## src/rtl/hero_sprite_pkg.sv

```systemverilog
// Shared defaults and types for the hero sprite fetch path.
// Optional feature macro: HERO_MIRROR_EN (horizontal mirroring, see hero_anim_seq).
package hero_sprite_pkg;

  typedef logic [2:0] pal_idx_t;

  typedef enum logic {
    HOLD,
    RUN
  } anim_state_t;

  localparam int unsigned SPR_W      = 24;
  localparam int unsigned SPR_H      = 34;
  localparam int unsigned NUM_FRAMES = 4;
  localparam int unsigned FRAME_DIV  = 8;
  localparam pal_idx_t    KEY_IDX    = 3'd0;

  // Width of a counter/index that must hold values 0..n-1 (never below 1 bit).
  function automatic int unsigned cnt_w(input int unsigned n);
    return (n > 1) ? $clog2(n) : 1;
  endfunction

  // Sprite ROM address width for all frames stored back-to-back.
  function automatic int unsigned addr_w(input int unsigned n_frames, input int unsigned w,
                                         input int unsigned h);
    return cnt_w(n_frames * w * h);
  endfunction

endpackage

```

## src/rtl/hero_anim_seq.sv

```systemverilog
// Walk-animation frame sequencer: vsync falling-edge detect, HOLD/RUN FSM,
// vsync divider and frame counter. Frame only changes on a vsync tick.
// Optional feature macro: HERO_MIRROR_EN (latches facing_left on each tick).
module hero_anim_seq
  import hero_sprite_pkg::*;
#(
  parameter int unsigned NUM_FRAMES = hero_sprite_pkg::NUM_FRAMES,
  parameter int unsigned FRAME_DIV  = hero_sprite_pkg::FRAME_DIV,
  localparam int unsigned FRAME_W   = cnt_w(NUM_FRAMES),
  localparam int unsigned DIV_W     = cnt_w(FRAME_DIV)
) (
  input  logic               clk_i,
  input  logic               reset_i,
  input  logic               vs_i,
  input  logic               anim_en_i,
  input  logic               facing_left_i,
  output logic [FRAME_W-1:0] frame_o,
  output logic               mirror_o
);

  logic               vs_q;
  logic               tick;
  anim_state_t        state_q;
  logic [DIV_W-1:0]   div_q;
  logic [FRAME_W-1:0] frame_q;

  // vs is active-low: a falling edge marks the start of a new video frame
  assign tick = vs_q & ~vs_i;

  // Vsync delay register for edge detection
  always_ff @(posedge clk_i or posedge reset_i) begin
    if (reset_i) begin
      vs_q <= 1'b1;
    end else begin
      vs_q <= vs_i;
    end
  end

  // Animation FSM with registered frame/divider; everything advances on tick only
  always_ff @(posedge clk_i or posedge reset_i) begin
    if (reset_i) begin
      state_q <= HOLD;
      div_q   <= '0;
      frame_q <= '0;
    end else if (tick) begin
      unique case (state_q)
        HOLD: begin
          div_q   <= '0;
          frame_q <= '0;
          if (anim_en_i) begin
            state_q <= RUN;
          end
        end
        RUN: begin
          if (!anim_en_i) begin
            state_q <= HOLD;
            div_q   <= '0;
            frame_q <= '0;
          end else if (div_q == DIV_W'(FRAME_DIV - 1)) begin
            div_q   <= '0;
            frame_q <= (frame_q == FRAME_W'(NUM_FRAMES - 1)) ? '0 : frame_q + FRAME_W'(1);
          end else begin
            div_q <= div_q + DIV_W'(1);
          end
        end
      endcase
    end
  end

  assign frame_o = frame_q;

`ifdef HERO_MIRROR_EN
  logic mirror_q;

  // Facing direction is sampled on tick so a mirror change never splits a frame
  always_ff @(posedge clk_i or posedge reset_i) begin
    if (reset_i) begin
      mirror_q <= 1'b0;
    end else if (tick) begin
      mirror_q <= facing_left_i;
    end
  end

  assign mirror_o = mirror_q;
`else
  logic unused_facing_left;
  assign unused_facing_left = facing_left_i;
  assign mirror_o           = 1'b0;
`endif

endmodule

```

## src/rtl/hero_sprite_fetch.sv

```systemverilog
// Hero sprite fetch: hit test against the sprite box, sprite ROM addressing
// for the current animation frame, and a registered palette index / valid
// flag. Fixed 3-cycle latency from DrawX/DrawY to index_out/pixel_valid.
// Optional feature macro: HERO_MIRROR_EN (horizontal mirroring on facing_left).
module hero_sprite_fetch
  import hero_sprite_pkg::*;
#(
  parameter int unsigned SPR_W      = hero_sprite_pkg::SPR_W,
  parameter int unsigned SPR_H      = hero_sprite_pkg::SPR_H,
  parameter int unsigned NUM_FRAMES = hero_sprite_pkg::NUM_FRAMES,
  parameter int unsigned FRAME_DIV  = hero_sprite_pkg::FRAME_DIV,
  parameter pal_idx_t    KEY_IDX    = hero_sprite_pkg::KEY_IDX,
  localparam int unsigned ADDR_W    = addr_w(NUM_FRAMES, SPR_W, SPR_H)
) (
  input  logic              clk,
  input  logic              reset,
  input  logic              vs,
  input  logic [9:0]        DrawX,
  input  logic [9:0]        DrawY,
  input  logic [10:0]       hero_x,
  input  logic [10:0]       hero_y,
  input  logic              anim_en,
  input  logic              facing_left,
  output logic [ADDR_W-1:0] rom_addr,
  input  pal_idx_t          rom_data,
  output pal_idx_t          index_out,
  output logic              pixel_valid
);

  localparam int unsigned COL_W   = cnt_w(SPR_W);
  localparam int unsigned ROW_W   = cnt_w(SPR_H);
  localparam int unsigned FRAME_W = cnt_w(NUM_FRAMES);

  logic [FRAME_W-1:0] frame;
  logic               mirror;

  hero_anim_seq #(
    .NUM_FRAMES(NUM_FRAMES),
    .FRAME_DIV (FRAME_DIV)
  ) u_anim_seq (
    .clk_i        (clk),
    .reset_i      (reset),
    .vs_i         (vs),
    .anim_en_i    (anim_en),
    .facing_left_i(facing_left),
    .frame_o      (frame),
    .mirror_o     (mirror)
  );

  // ---------------- S0: sprite-local coordinates and hit test ----------------
  logic [11:0]      lx, ly;
  logic             s0_hit;
  logic             s0_hit_q;
  logic [COL_W-1:0] s0_col_q;
  logic [ROW_W-1:0] s0_row_q;

  // 12-bit two's complement difference cannot overflow for 10-bit minus signed 11-bit
  always_comb begin
    lx     = {2'b00, DrawX} - {hero_x[10], hero_x};
    ly     = {2'b00, DrawY} - {hero_y[10], hero_y};
    s0_hit = ~lx[11] && (lx[10:0] < 11'(SPR_W)) && ~ly[11] && (ly[10:0] < 11'(SPR_H));
  end

  // S0 pipeline register; only the in-box low bits of lx/ly are kept
  always_ff @(posedge clk or posedge reset) begin
    if (reset) begin
      s0_hit_q <= 1'b0;
      s0_col_q <= '0;
      s0_row_q <= '0;
    end else begin
      s0_hit_q <= s0_hit;
      s0_col_q <= lx[COL_W-1:0];
      s0_row_q <= ly[ROW_W-1:0];
    end
  end

  // ---------------- S1: ROM address ----------------
  logic [COL_W-1:0]  s1_col;
  logic [ADDR_W-1:0] rom_addr_d, rom_addr_q;
  logic              s1_hit_q;

  // Address only moves on a hit so the ROM bus stays quiet outside the sprite
  always_comb begin
    s1_col = mirror ? (COL_W'(SPR_W - 1) - s0_col_q) : s0_col_q;
    rom_addr_d = rom_addr_q;
    if (s0_hit_q) begin
      rom_addr_d = ADDR_W'(frame) * ADDR_W'(SPR_W * SPR_H)
                 + ADDR_W'(s0_row_q) * ADDR_W'(SPR_W)
                 + ADDR_W'(s1_col);
    end
  end

  // S1 pipeline register
  always_ff @(posedge clk or posedge reset) begin
    if (reset) begin
      rom_addr_q <= '0;
      s1_hit_q   <= 1'b0;
    end else begin
      rom_addr_q <= rom_addr_d;
      s1_hit_q   <= s0_hit_q;
    end
  end

  assign rom_addr = rom_addr_q;

  // ---------------- S2: palette index and opacity ----------------
  pal_idx_t index_q;
  logic     valid_q;

  // S2 output register; misses and key-coloured texels are transparent
  always_ff @(posedge clk or posedge reset) begin
    if (reset) begin
      index_q <= '0;
      valid_q <= 1'b0;
    end else begin
      index_q <= s1_hit_q ? rom_data : KEY_IDX;
      valid_q <= s1_hit_q && (rom_data != KEY_IDX);
    end
  end

  assign index_out   = index_q;
  assign pixel_valid = valid_q;

endmodule

```

## config.mk

```make
export PLATFORM = sky130hd
export DESIGN_NAME = hero_sprite_fetch
export DESIGN_NICKNAME = d
export VERILOG_FILES = /design/src/rtl/hero_sprite_pkg.sv /design/src/rtl/hero_anim_seq.sv /design/src/rtl/hero_sprite_fetch.sv
export SDC_FILE = /design/constraint.sdc
export NUM_CORES = 1
export LEC_CHECK = 0
export ABC_CLOCK_PERIOD_IN_PS = 3720
export BUFFER_PORTS_ARGS = -buffer_cell sky130_fd_sc_hd__buf_2
export CORE_ASPECT_RATIO = 1.75
export CORE_MARGIN = 2
export CORE_UTILIZATION = 30
export DETAILED_ROUTE_END_ITERATION = 12
export PLACE_DENSITY = 0.52
export SLEW_MARGIN = 5
export SYNTH_ARGS = -nofsm -noshare
export SYNTH_HDL_FRONTEND = slang
export SYNTH_SLANG_ARGS = --single-unit
```

## constraint.sdc

```tcl
create_clock -name clk -period 3.72 [get_ports clk]
set_input_delay 0.186 -clock clk [delete_from_list [all_inputs] [get_ports clk]]
set_output_delay 0.186 -clock clk [all_outputs]
set_load 0.02 [all_outputs]
```

==> results.sh <==
export IMPL_status="finished with violations"
export IMPL_violations="hold timing"
export IMPL_antenna_found_initial=0
export IMPL_ctsHoldBuffers=0
export IMPL_post_cts_setup_buffers=0
export IMPL_cpMaxStageDelayCell="fa_1"
export IMPL_finalSetupViolCount=0
export IMPL_design_area_mm2=0.00356
export IMPL_grt_use_total_pct=12.0
export IMPL_reg2reg_setup_slack_ns=0.51
export IMPL_p_int_uw=994
export IMPL_synth_seq_cells=36
export IMPL_cp_arrival_ns=3.35
export IMPL_worst_slack_ns=0.507
export IMPL_ir_drop_v=0.000236
export IMPL_leakage_nw=1.92
export IMPL_drt_iter0_markers=41
export IMPL_seqPwrFrac_pct=29.9
export IMPL_slew_viol_final=0
export IMPL_avgViaCountPerCell=4.75
export IMPL_clk_latency_ns=0.28
export IMPL_maxCapViolCount=0
export IMPL_ys_types=52
export IMPL_rsz0062_at_grt="no"
export IMPL_path_cells="ha_1, fa_1, a21o_1, a21oi_1, xor2_1, ha_1, ha_1, nand2_1, o21ai_0, o41ai_1, xnor2_1, a21oi_1"
export IMPL_route_detailed_drc=0
export IMPL_hold_slack_ns=-0.00203
export IMPL_ys_seq_area_share_pct=30.7
export IMPL_final_common_cell="buf_2"
export IMPL_critical_path_most_common_cell="ha_1"
export IMPL_critPathBufInv=0
export IMPL_dieWidth_um=78.8
export IMPL_routed_wirelength_um=6100
export IMPL_clk_pin_slew_ns=0.05
export IMPL_clockBufferDepth=2
export IMPL_hp_class="input pin to async pin"
export IMPL_max_slew_margin_pct=55.3
export IMPL_fin_crit_sh_pct=86.4
export IMPL_drive_gt1_share_pct=24.9
export IMPL_setup_tns_ns=0
export IMPL_fmax_mhz=311
export IMPL_wire_per_inst_um=12.4
export IMPL_synth_nets=401
export IMPL_cts_htree_levels=2
export IMPL_slowest_delay_ns=0.42
export IMPL_tightestPinTransition_ns=0.669
export IMPL_postSynth_asyncResetShare_pct=100
export IMPL_synth_edff_count=0
export IMPL_synth_ff_type="dfrtp_1"
export IMPL_netSwitchingPower_uw=465
export IMPL_synth_cells=301
export IMPL_worstPathRequired_ns=3.85
export IMPL_grt_pass1_wl_um=10200
export IMPL_grt_max_degree=20
export IMPL_cts_root_buf="clkbuf_16"
export IMPL_r2r_start="s0_row_q[1]"
export IMPL_port_buffers=64
export IMPL_gp_congestion=0.806
export IMPL_critPathCaptureType="flop"
export IMPL_final_cell_mix="buf_2 (64), ha_1 (45), inv_1 (42)"
export IMPL_clkPwrFrac_pct=32.5
export IMPL_cts_repair_resized=0
export IMPL_core_mm2=0.00947
export IMPL_rows=47
export IMPL_synth_area_mm2=0.00293
export IMPL_vias=2338
export IMPL_place_ws_ns=0.536
export IMPL_die_area_mm2=0.0106
export IMPL_avgSynthCellArea_um2=9.75
export IMPL_firstDrtPassIters=4
export IMPL_ios=66
export IMPL_min_period_ns=3.21
export IMPL_critPathTopFamily="adder cells"
export IMPL_finalClockSkew_ns=0.00414
export IMPL_pwr_share_comb_pct=37.6
export IMPL_drtAntennaViolNets=0
export IMPL_sw_frac_of_total_pct=31.9
export IMPL_hold_violations=5
export IMPL_grt_pass1_vias=2367
export IMPL_cts_made_buffers=5
export IMPL_nets=469
export IMPL_syn2layout_area_growth_pct=21.2
export IMPL_crit_fanout=4
export IMPL_num_antenna_cells=0
export IMPL_dpl_hpwl_um=5150
export IMPL_critPathLaunch="s0_row_q[1]"
export IMPL_critPathLaunchType="flop"
export IMPL_clock_sinks=36
export IMPL_crit_type="flop to flop"
export IMPL_dpl_cell_area_mm2=0.00339
export IMPL_p_per_area_mw_per_mm2=410
export IMPL_ys_warn_count=0
export IMPL_initial_core_util_pct=31.0
export IMPL_grt_remaining_overflow=0
export IMPL_cts_tree="built"
export IMPL_die_height_um=135
## state kept, by name, summed over array words and instances (netlist names)
| register | flops |
|---|---|
| index_out | 3 |
| pixel_valid | 1 |
| rom_addr | 12 |
| s0_col_q | 5 |
| s0_hit_q | 1 |
| s0_row_q | 6 |
| s1_hit_q | 1 |
| u_anim_seq.div_q | 3 |
| u_anim_seq.frame_o | 2 |
| u_anim_seq.state_q | 1 |
| u_anim_seq.vs_q | 1 |
## cells by family (layout without fill, tap and decap cells)
logic type | count (synthesis) | after routing | synth area share [%]
mux | 15 | 15 | 5.63
simple gates | 66 | 66 | 11.9
fa+ha+maj | 50 | 50 | 22.6
xor+xnor | 22 | 22 | 6.57
buf+inv | 46 | 115 | 6.23
flops | 36 | 36 | 30.7
compound gates | 66 | 66 | 16.3
## synth_stat cells, drive strengths merged, types with 4 or more instances
| library cell | count | area [um^2] |
|---|---|---|
| nor2b | 6 | 40.0 |
| o21ai | 5 | 25.0 |
| a21oi | 17 | 88.8 |
| nand2 | 14 | 52.6 |
| mux2 | 12 | 135 |
| and2 | 4 | 25.0 |
| o21a | 5 | 37.5 |
| xnor2 | 16 | 140 |
| a22o | 6 | 52.6 |
| nor2 | 18 | 67.6 |
| fa | 5 | 100 |
| a21o | 8 | 60.1 |
| ha | 45 | 563 |
| inv | 42 | 158 |
| dfrtp | 35 | 876 |
| xor2 | 6 | 52.6 |
| nand2b | 6 | 37.5 |
| nor3 | 7 | 45.0 |
## through the flow
stage	util [%]	instances	power (mW)
floorplan	-	301	0.867
global placement	35.8	484	0.985
detailed placement	35.8	484	0.996
CTS	37.6	492	1.48
global route	37.6	492	1.57
finish	37.6	492	1.46
## path summary, 6_finish.rpt
kind / endpoint / depth (start not counted)
max in group asynchronous: s0_row_q[4] / 3
worst max-delay path: rom_addr[11] / 12
worst min-delay path: u_anim_seq.div_q[2] / 2
min in group clk: u_anim_seq.vs_q / 1
worst min register to register: rom_addr[2] / 1
worst max register to register: rom_addr[11] / 12
## power groups by stage
stage               clock, mW  combinational (mW)  sequential (mW)
global placement            0               0.542            0.444
CTS                     0.487               0.558            0.438
finish                  0.474               0.549            0.437
global route            0.503               0.630            0.440
floorplan                   0               0.423            0.444
detailed placement          0               0.552            0.444
## routing by layer
layer | global-route usage (%) | wire, um
met3 | 1.54 | 244
met1 | 11.7 | 2190
met4 | 6.24 | 172
met2 | 23.8 | 3480
met5 | 0 | 0
## final cells by class
cell class                      count  area [um^2]
Clock buffer                        5          125
Clock inverter                      3         42.5
Fill cell                        1001         5910
Inverter                           42          158
Multi-Input combinational cell    219         1850
Sequential cell                    36          902
Tap cell                          122          153
Timing Repair Buffer               65          328
Power figures use the tool's default switching activity.
